--- config.mk ---
export PLATFORM = sky130hd
export DESIGN_NAME = wci_cfg_sequencer
export DESIGN_NICKNAME = d
export VERILOG_FILES = /design/src/rtl/wci_cfg_sequencer.sv
export SDC_FILE = /design/constraint.sdc
export NUM_CORES = 1
export LEC_CHECK = 0
export BUFFER_PORTS_ARGS = -buffer_cell sky130_fd_sc_hd__buf_2
export CORE_MARGIN = 1.5
export CORE_UTILIZATION = 45
export CTS_BUF_LIST = sky130_fd_sc_hd__clkbuf_8 sky130_fd_sc_hd__clkbuf_16
export DETAILED_ROUTE_END_ITERATION = 10
export PLACE_DENSITY = 0.87
export SYNTH_ARGS = -nofsm -noshare
export SYNTH_HDL_FRONTEND = slang
export SYNTH_SLANG_ARGS = --single-unit
export TNS_END_PERCENT = 10
--- constraint.sdc ---
create_clock -name clk -period 3.7 [get_ports clk]
set_clock_uncertainty 0.05 [all_clocks]
set_input_delay 0.185 -clock clk [delete_from_list [all_inputs] [get_ports clk]]
set_output_delay 0.185 -clock clk [all_outputs]
set_load 0.02 [all_outputs]
--- src/rtl/wci_cfg_sequencer.sv ---
// Sequences single-beat WCI configuration/status accesses for a local requester,
// honouring SThreadBusy and bounding each wait for a response with a timeout.
module wci_cfg_sequencer #(
  parameter int unsigned ADDR_W  = 20,
  parameter int unsigned TIMEOUT = 255
) (
  input  logic              clk,
  input  logic              reset,
  input  logic              op_valid,
  output logic              op_ready,
  input  logic              op_write,
  input  logic              op_space,
  input  logic [ADDR_W-1:0] op_addr,
  input  logic [31:0]       op_data,
  output logic              rsp_valid,
  input  logic              rsp_ready,
  output logic [1:0]        rsp_status,
  output logic [31:0]       rsp_data,
  output logic              late_resp,
  output logic [2:0]        wci_MCmd,
  output logic              wci_MAddrSpace,
  output logic [3:0]        wci_MByteEn,
  output logic [ADDR_W-1:0] wci_MAddr,
  output logic [31:0]       wci_MData,
  input  logic [1:0]        wci_SResp,
  input  logic [31:0]       wci_SData,
  input  logic              wci_SThreadBusy
);

  localparam int unsigned TW = $clog2(TIMEOUT + 1);

  typedef enum logic [1:0] {IDLE, ISSUE, WAIT, RESP} state_t;

  state_t        state;
  logic [TW-1:0] timer;

  always_ff @(posedge clk or posedge reset) begin
    if (reset) begin
      state          <= IDLE;
      timer          <= '0;
      op_ready       <= 1'b0;
      rsp_valid      <= 1'b0;
      rsp_status     <= '0;
      rsp_data       <= '0;
      late_resp      <= 1'b0;
      wci_MCmd       <= '0;
      wci_MAddrSpace <= 1'b0;
      wci_MByteEn    <= '0;
      wci_MAddr      <= '0;
      wci_MData      <= '0;
    end else begin
      if (wci_SResp != 2'd0 && state != WAIT)
        late_resp <= 1'b1;

      case (state)
        IDLE: begin
          op_ready <= 1'b1;
          // The request registers double as the captured command.
          if (op_valid && op_ready) begin
            state          <= ISSUE;
            op_ready       <= 1'b0;
            wci_MCmd       <= op_write ? 3'd1 : 3'd2;
            wci_MAddrSpace <= op_space;
            wci_MByteEn    <= '1;
            wci_MAddr      <= op_addr;
            wci_MData      <= op_data;
          end
        end

        ISSUE: begin
          if (!wci_SThreadBusy) begin
            state          <= WAIT;
            timer          <= '0;
            wci_MCmd       <= '0;
            wci_MAddrSpace <= 1'b0;
            wci_MByteEn    <= '0;
            wci_MAddr      <= '0;
            wci_MData      <= '0;
          end
        end

        WAIT: begin
          // Timeout fires on the edge where the count would reach TIMEOUT.
          if (wci_SResp != 2'd0) begin
            state      <= RESP;
            rsp_valid  <= 1'b1;
            rsp_status <= wci_SResp - 2'd1;
            rsp_data   <= wci_SData;
          end else if (timer == TW'(TIMEOUT - 1)) begin
            state      <= RESP;
            rsp_valid  <= 1'b1;
            rsp_status <= 2'd3;
            rsp_data   <= '0;
          end else begin
            timer <= timer + 1'b1;
          end
        end

        RESP: begin
          if (rsp_ready) begin
            state     <= IDLE;
            rsp_valid <= 1'b0;
            op_ready  <= 1'b1;
          end
        end

        default: state <= IDLE;
      endcase
    end
  end

endmodule
==> results of run 1 <==
kinds of logic (layout without fill, tap and decap cells):
family / count (synthesis) / count (layout) / share of synthesized area, %
adders and majority gates: 8 / 8 / 2.28
other: 1 / 1 / 0.0853
DFF: 103 / 103 / 58.6
and+or+nand+nor: 145 / 145 / 17.0
AOI/OAI and AO/OA: 112 / 112 / 16.7
muxes: 3 / 3 / 0.740
buffers and inverters: 41 / 267 / 4.50
worst reg2reg max path: stages, from the launching register on:
cell     delay (ns)
dfrtp_1        0.43
inv_1          0.12
ha_1           0.36
nor2b_4        0.76
a31oi_2        0.09
buf_4          0.29
a22o_1         0.26
registers in the layout, indices dropped and copies added (netlist names), 2 cells and up:
name        flops
rsp_data       32
rsp_status      2
state           2
timer           8
wci_MAddr      20
wci_MCmd        2
wci_MData      32
worst paths after layout:
| kind | startpoint | endpoint | slack [ns] | cells past startpoint |
|---|---|---|---|---|
| setup / recovery | state[0] | rsp_data[14] | 1.25 | 6 |
| hold / removal | op_addr[18] | wci_MAddr[18] | 0.008 | 3 |
| setup reg to reg | state[0] | rsp_data[14] | 1.25 | 6 |
| hold reg to reg | wci_MData[15] | wci_MData[15] | 0.43 | 2 |
| max in group asynchronous | reset | wci_MData[16] | 2.13 | 4 |
| min in group asynchronous | reset | rsp_data[3] | 0.52 | 3 |
metrics by stage:
step	total power, mW	utilization [%]
floorplan	3.75	-
global placement	4.40	57.4
detailed placement	4.51	57.4
CTS	5.36	65.1
global route	5.77	65.2
finish	5.39	65.2
power by group through the flow:
stage	sequential, mW	clock, mW	combinational (mW)
5_1_grt	1.98	0.869	2.93
6_report	1.92	0.809	2.66
2_1_floorplan	2.46	0	1.29
3_3_place_gp	1.91	0	2.49
4_1_cts	1.90	0.825	2.64
3_5_place_dp	1.92	0	2.59
what timing repair did:
action / 4_1_cts / 5_1_grt
gates resized for setup: 0 / 0
hold buffers: 49 / 1
endpoints found under the hold margin: 120 / 1
per-layer routing:
metal / GRT usage (%) / up-vias / wire [microns]
li1: - / 1846 / -
met1: 26.3 / 1849 / 4790
met2: 39.4 / 188 / 5910
met3: 7.18 / 19 / 1090
met4: 7.80 / 0 / 219
met5: 0 / - / 0
cell type report:
class                      instances  area, sq um  area share [%]
sequential                       103         2580            42.2
multi-input combinational        269         1620            26.5
timing repair buffer             242         1480            24.3
tap                              129          161            2.64
clock buffer                      10          138            2.25
clock inverter                     6         91.3            1.50
inverter                           9         36.3           0.594
placed cells by master, fill, tap and decap left out, drive strengths merged:
master       instances
a21bo                1
nor2                 3
or3                  3
dlygate4sd3         50
mux2i                1
and3                 2
clkinv               2
ha                   8
or4                  2
buf                192
nand3                4
a21oi                6
nand2b              56
a31oi                2
nand4                4
dfrtp              103
o32a                 1
and2                 1
nor2b                1
a22o                33
o21bai               1
o21ai               61
o31ai                2
conb                 1
nor3                 1
inv                 11
and4                 2
nand2               64
bufinv               2
mux2                 2
o211ai               2
or2                  2
a41oi                1
a31o                 1
o41ai                1
clkbuf              10
==> metrics.yaml, run 1 <==
critical_path:
  cp.arrival_ns: 2.66
  timing.critical_path.buf_inv: 2
  criticalPathCategory: "reg -> reg"
  crit_fanout: 35
  critPathLaunchType: "flip-flop"
  cp_cell_sequence: "inv_1, ha_1, nor2b_4, a31oi_2, buf_4, a22o_1"
  cp_top_family: "simple AND/OR/NAND/NOR gates"
  slowest_stage: "nor2b_4"
  max_stage_delay_ns: 0.76
  cp.required_ns: 3.91
  endpoint_kind: "flip-flop"
synth:
  yosys-top-cells-count: "dfrtp_1, nand2_1, o21ai_0"
  synth_flop_cell: "dfrtp_1"
  syn_inst: 413
  synth_nets: 514
  synth_edf_count: 0
  yosysTopAreaCellShare_pct: 58.6
  synth_area_leader_cell: "dfrtp_1"
  avgSynthCellArea_sq_um: 10.6
  yosys-top-cells-area: "dfrtp_1, nand2b_1, o21ai_0"
  ys_seq_elements: 103
  syn_area_sq_um: 4400
  yosysMostFrequentCell: "dfrtp_1"
  ys_types: 36
  ys_seq_area_share_pct: 58.6
  ys_warn_count: 0
  async_flop_share_pct: 100
drt:
  route.detailed.drc: 0
  totalWireLength_mm: 12.0
  vias: 3902
  drt_iter0_drc: 112
  wire_per_inst_microns: 15.6
  detail-route-antenna-nets: 0
  dr.pass1.iters: 4
  vias_per_cell: 5.08
die:
  pin_count: 190
  fp.coreArea_sq_um: 9370
  chipWidth_microns: 102
  start_util_pct: 46.9
  fp.dieH_microns: 102
  die_area_sq_um: 10400
  rows: 35
global_routing:
  gr-total-overflow: 0
  antenna_found_initial: 0
  grt_max_degree: 113
  grt_pass1_vias: 3829
  grt_pass1_wl_mm: 18.1
  grt_use_total_pct: 22.6
timing:
  final.setup.worst_slack_ns: 1.25
  setup_tns_ns: 0
  slew_violations: 0
  max_freq_mhz: 408
  setup_viol: 0
  finalHoldViolations: 0
  worst_pin_slew_ns: 0.898
  max_slew_margin_pct: 40.2
  rsz0062_at_grt: "no"
  timing.hold.ws_ns: 0.00816
  fin_crit_ns: 2.45
  fin_crit_sh_pct: 66.3
outcome:
  status: "complete, no violations"
power:
  p_int_mw: 3.01
  p_clk_share_pct: 15.0
  p_seq_share_pct: 35.6
  power.density_nw_per_um2: 883
  combPwrFrac_pct: 49.4
  switchingPower_mw: 2.38
  p_leak_nw: 3.17
  ir_drop_v: 0.000601
  swShare_pct: 44.2
cells_and_area:
  fin_area_sq_um: 6110
  areaGrowthSynthToFinish_pct: 39.0
  finalNonFillerCells: 768
  diodes: 0
  nNetsFinal: 735
  drive_gt1_share_pct: 34.0
  fillerInstances: 725
clock_network:
  clockBufferDepth: 2
  worstSkewPairLatency_ns: 0.37
  cts_buffers: 9
  htree_levels: 3
  cts_root_buf: "clkbuf_8"
  clkTransAtPathRegs_ns: 0.10
  cts_tree: "built"
  clock-sinks: 103
  cts_setup_buffers: 0
job:
  maxCapViolCount: 0
place:
  place_hpwl_mm: 7.00
  dp_slack_ns: 1.34
  dp_cells: 702
  io_buffer_count: 188
  dpl-instance-area_sq_um: 5380
  gp_congestion: 0.786
worst_hold_path:
  hold_path.class: "in -> reg"
(Power assumes the default switching activity.)
==> run 2, diff against run 1 <==
- clock period: 3.7 -> 2.5 ns (I/O delays scaled with it)
==> run 2 against run 1 <==
  * Total power is 50% higher
  * Sequential share of layout area fell by 2.6 points
  * Die area unchanged
  * Sequential cell count stayed put
  * Critical path type unchanged
  * Highest routed layer unchanged
==> metrics.yaml, run 2 (synthesis gave the netlist of run 1 again) <==
critical_path:
  crit_path_start: "state[0]"
  cp_top_family: "simple AND/OR/NAND/NOR gates"
  cp_cell_sequence: "inv_1, ha_1, and3_1, a31o_4, or4_1, a21oi_1"
  slowest_stage: "or4_1"
  timing.critical_path.buf_inv: 1  # -1
  endpoint_kind: "flip-flop"
  critPathLaunchType: "flip-flop"
  criticalPathCategory: "reg -> reg"
  cp.required_ns: 2.74  # -1.17 ns
  max_stage_delay_ns: 0.52  # -0.24 ns
  cp.arrival_ns: 2.46  # -0.20 ns
  reg2reg_from: "state[0]"
  crit_fanout: 15  # -57%
drt:
  vias: 4269  # +9.4%
  wire_per_inst_microns: 17.5  # +12%
  dr.pass1.iters: 5  # +1
  route.detailed.drc: 0  # unchanged
  drt_iter0_drc: 231  # +110%
  vias_per_cell: 5.27  # +3.7%
  totalWireLength_mm: 14.2  # +18%
  detail-route-antenna-nets: 0  # unchanged
timing:
  fin_crit_sh_pct: 88.6  # +22 points
  slew_violations: 0  # unchanged
  finalHoldViolations: 0  # unchanged
  setup_viol: 0  # unchanged
  rsz0062_at_grt: "no"
  setup_tns_ns: 0  # unchanged
  fin_crit_ns: 2.22  # -0.238 ns
  max_freq_mhz: 451  # +11%
cells_and_area:
  final_common_cell: "buf_2"
  final_cell_mix: "buf_2, dfrtp_1, dlygate4sd3_1, nand2_1, o21ai_0"
  fillerInstances: 607  # -16%
  drive_gt1_share_pct: 32.3  # -1.7 points
  areaGrowthSynthToFinish_pct: 48.1
  nNetsFinal: 777  # +5.7%
  top_regs: "rsp_data (32), wci_MData (32), wci_MAddr (20)"
  diodes: 0  # unchanged
  seqCellArea_sq_um: 2580  # unchanged
  multi_input_area_sq_um: 1620  # unchanged
  final_core_util_pct: 69.4  # +4.3 points
clock_network:
  cts_buffers: 9  # unchanged
  clock-sinks: 103  # unchanged
  cts_resized: 0  # unchanged
  cts_root_buf: "clkbuf_8"
  htree_levels: 3  # unchanged
  worstSkewPairLatency_ns: 0.37  # about the same
  cts_hold_buf: 88  # +80%
  clockBufferDepth: 2  # unchanged
  cts_tree: "built"
  clkTransAtPathRegs_ns: 0.11  # about the same
  cts_setup_buffers: 0  # unchanged
outcome:
  status: "complete, no violations"
global_routing:
  grt_max_degree: 59  # -48%
  grt_pass1_vias: 4375  # +14%
  antenna_found_initial: 0  # unchanged
  use_met2_pct: 47.9  # +8.5 points
  grt_pass1_wl_mm: 21.9  # +21%
  grt_busiest_layer: "met2"
  grt_use_total_pct: 27.6  # +5.0 points
  grtUsageMet1_pct: 32.4  # +6.1 points
  use_met3_pct: 6.91  # -0.27 points
  gr-total-overflow: 0  # unchanged
job:
  maxCapViolCount: 0  # unchanged
die:
  fp.coreArea_sq_um: 9370  # unchanged
  fp.dieH_microns: 102  # unchanged
  start_util_pct: 46.9  # unchanged
  pin_count: 190  # unchanged
  chipWidth_microns: 102  # unchanged
  rows: 35  # unchanged
  die_area_sq_um: 10400  # unchanged
worst_hold_path:
  hold_start: "rsp_ready"
  hold_path.class: "in -> reg"
power:
  p_leak_nw: 3.33  # +5.1%
  power.density_nw_per_um2: 1250  # +41%
  ir_drop_v: 0.000987  # +64%
place:
  gp_congestion: 0.874  # +11%
  place_hpwl_mm: 7.69  # +9.8%
  io_buffer_count: 188  # unchanged
## run 2: cell types whose count changed in the layout (fill, tap and decap cells not counted), moves of 2 or more
cell and delta:
dlygate4sd3_1 +38, buf_4 +3, inv_8 +2, clkinvlp_4 +3
## run 2: power breakdown
| group | switching, mW | internal (mW) | total, mW |
|---|---|---|---|
| registers | 0.473 | 2.41 | 2.88 |
| logic | 2.66 | 1.50 | 4.16 |
| clock network | 0.592 | 0.477 | 1.07 |
| total | 3.72 | 4.39 | 8.11 |
## run 2: path summary, 6_finish.rpt
path | to | slack (ns) | cells after the start
setup reg to reg | timer[3] | 0.28 | 6
hold reg to reg | wci_MAddr[3] | 0.43 | 2
hold / removal | rsp_valid | 0.04 | 3
min in group asynchronous | rsp_data[16] | 0.17 | 3
max in group asynchronous | rsp_data[21] | 1.61 | 4
setup / recovery | timer[3] | 0.28 | 6
## run 2: per-stage QoR
stage               area, sq um  worst slack (ns)  std cells  power, mW  hold slack [ns]
global route               6510             0.178        810       8.64           0.0527
finish                     6510             0.285        810       8.11           0.0389
floorplan                  4400             0.535        413       5.55            0.160
global placement           5420             0.450        706       6.52           0.0201
CTS                        6510             0.310        810       7.89           0.0319
detailed placement         5420             0.342        706       6.73           0.0196
## run 2: layer usage
| layer | vias to the layer above | routed length [microns] |
|---|---|---|
| met2 | 268 | 7220 |
| li1 | 1929 | - |
| met1 | 2025 | 5170 |
| met3 | 47 | 1340 |
| met4 | 0 | 461 |
| met5 | - | 0 |
## run 2: final cells by class
type                       count  share of cell area (%)
sequential                   103                    39.6
timing repair buffer         284                    29.3
multi-input combinational    269                    24.9
tap                          129                    2.48
clock buffer                   9                    1.90
clock inverter                 7                    1.23
inverter                       9                   0.577
## run 2: worst min-delay path, cell delays in order
cell and delay [ns]:
buf_2 0.10, nand2_1 0.05, a22o_1 0.14
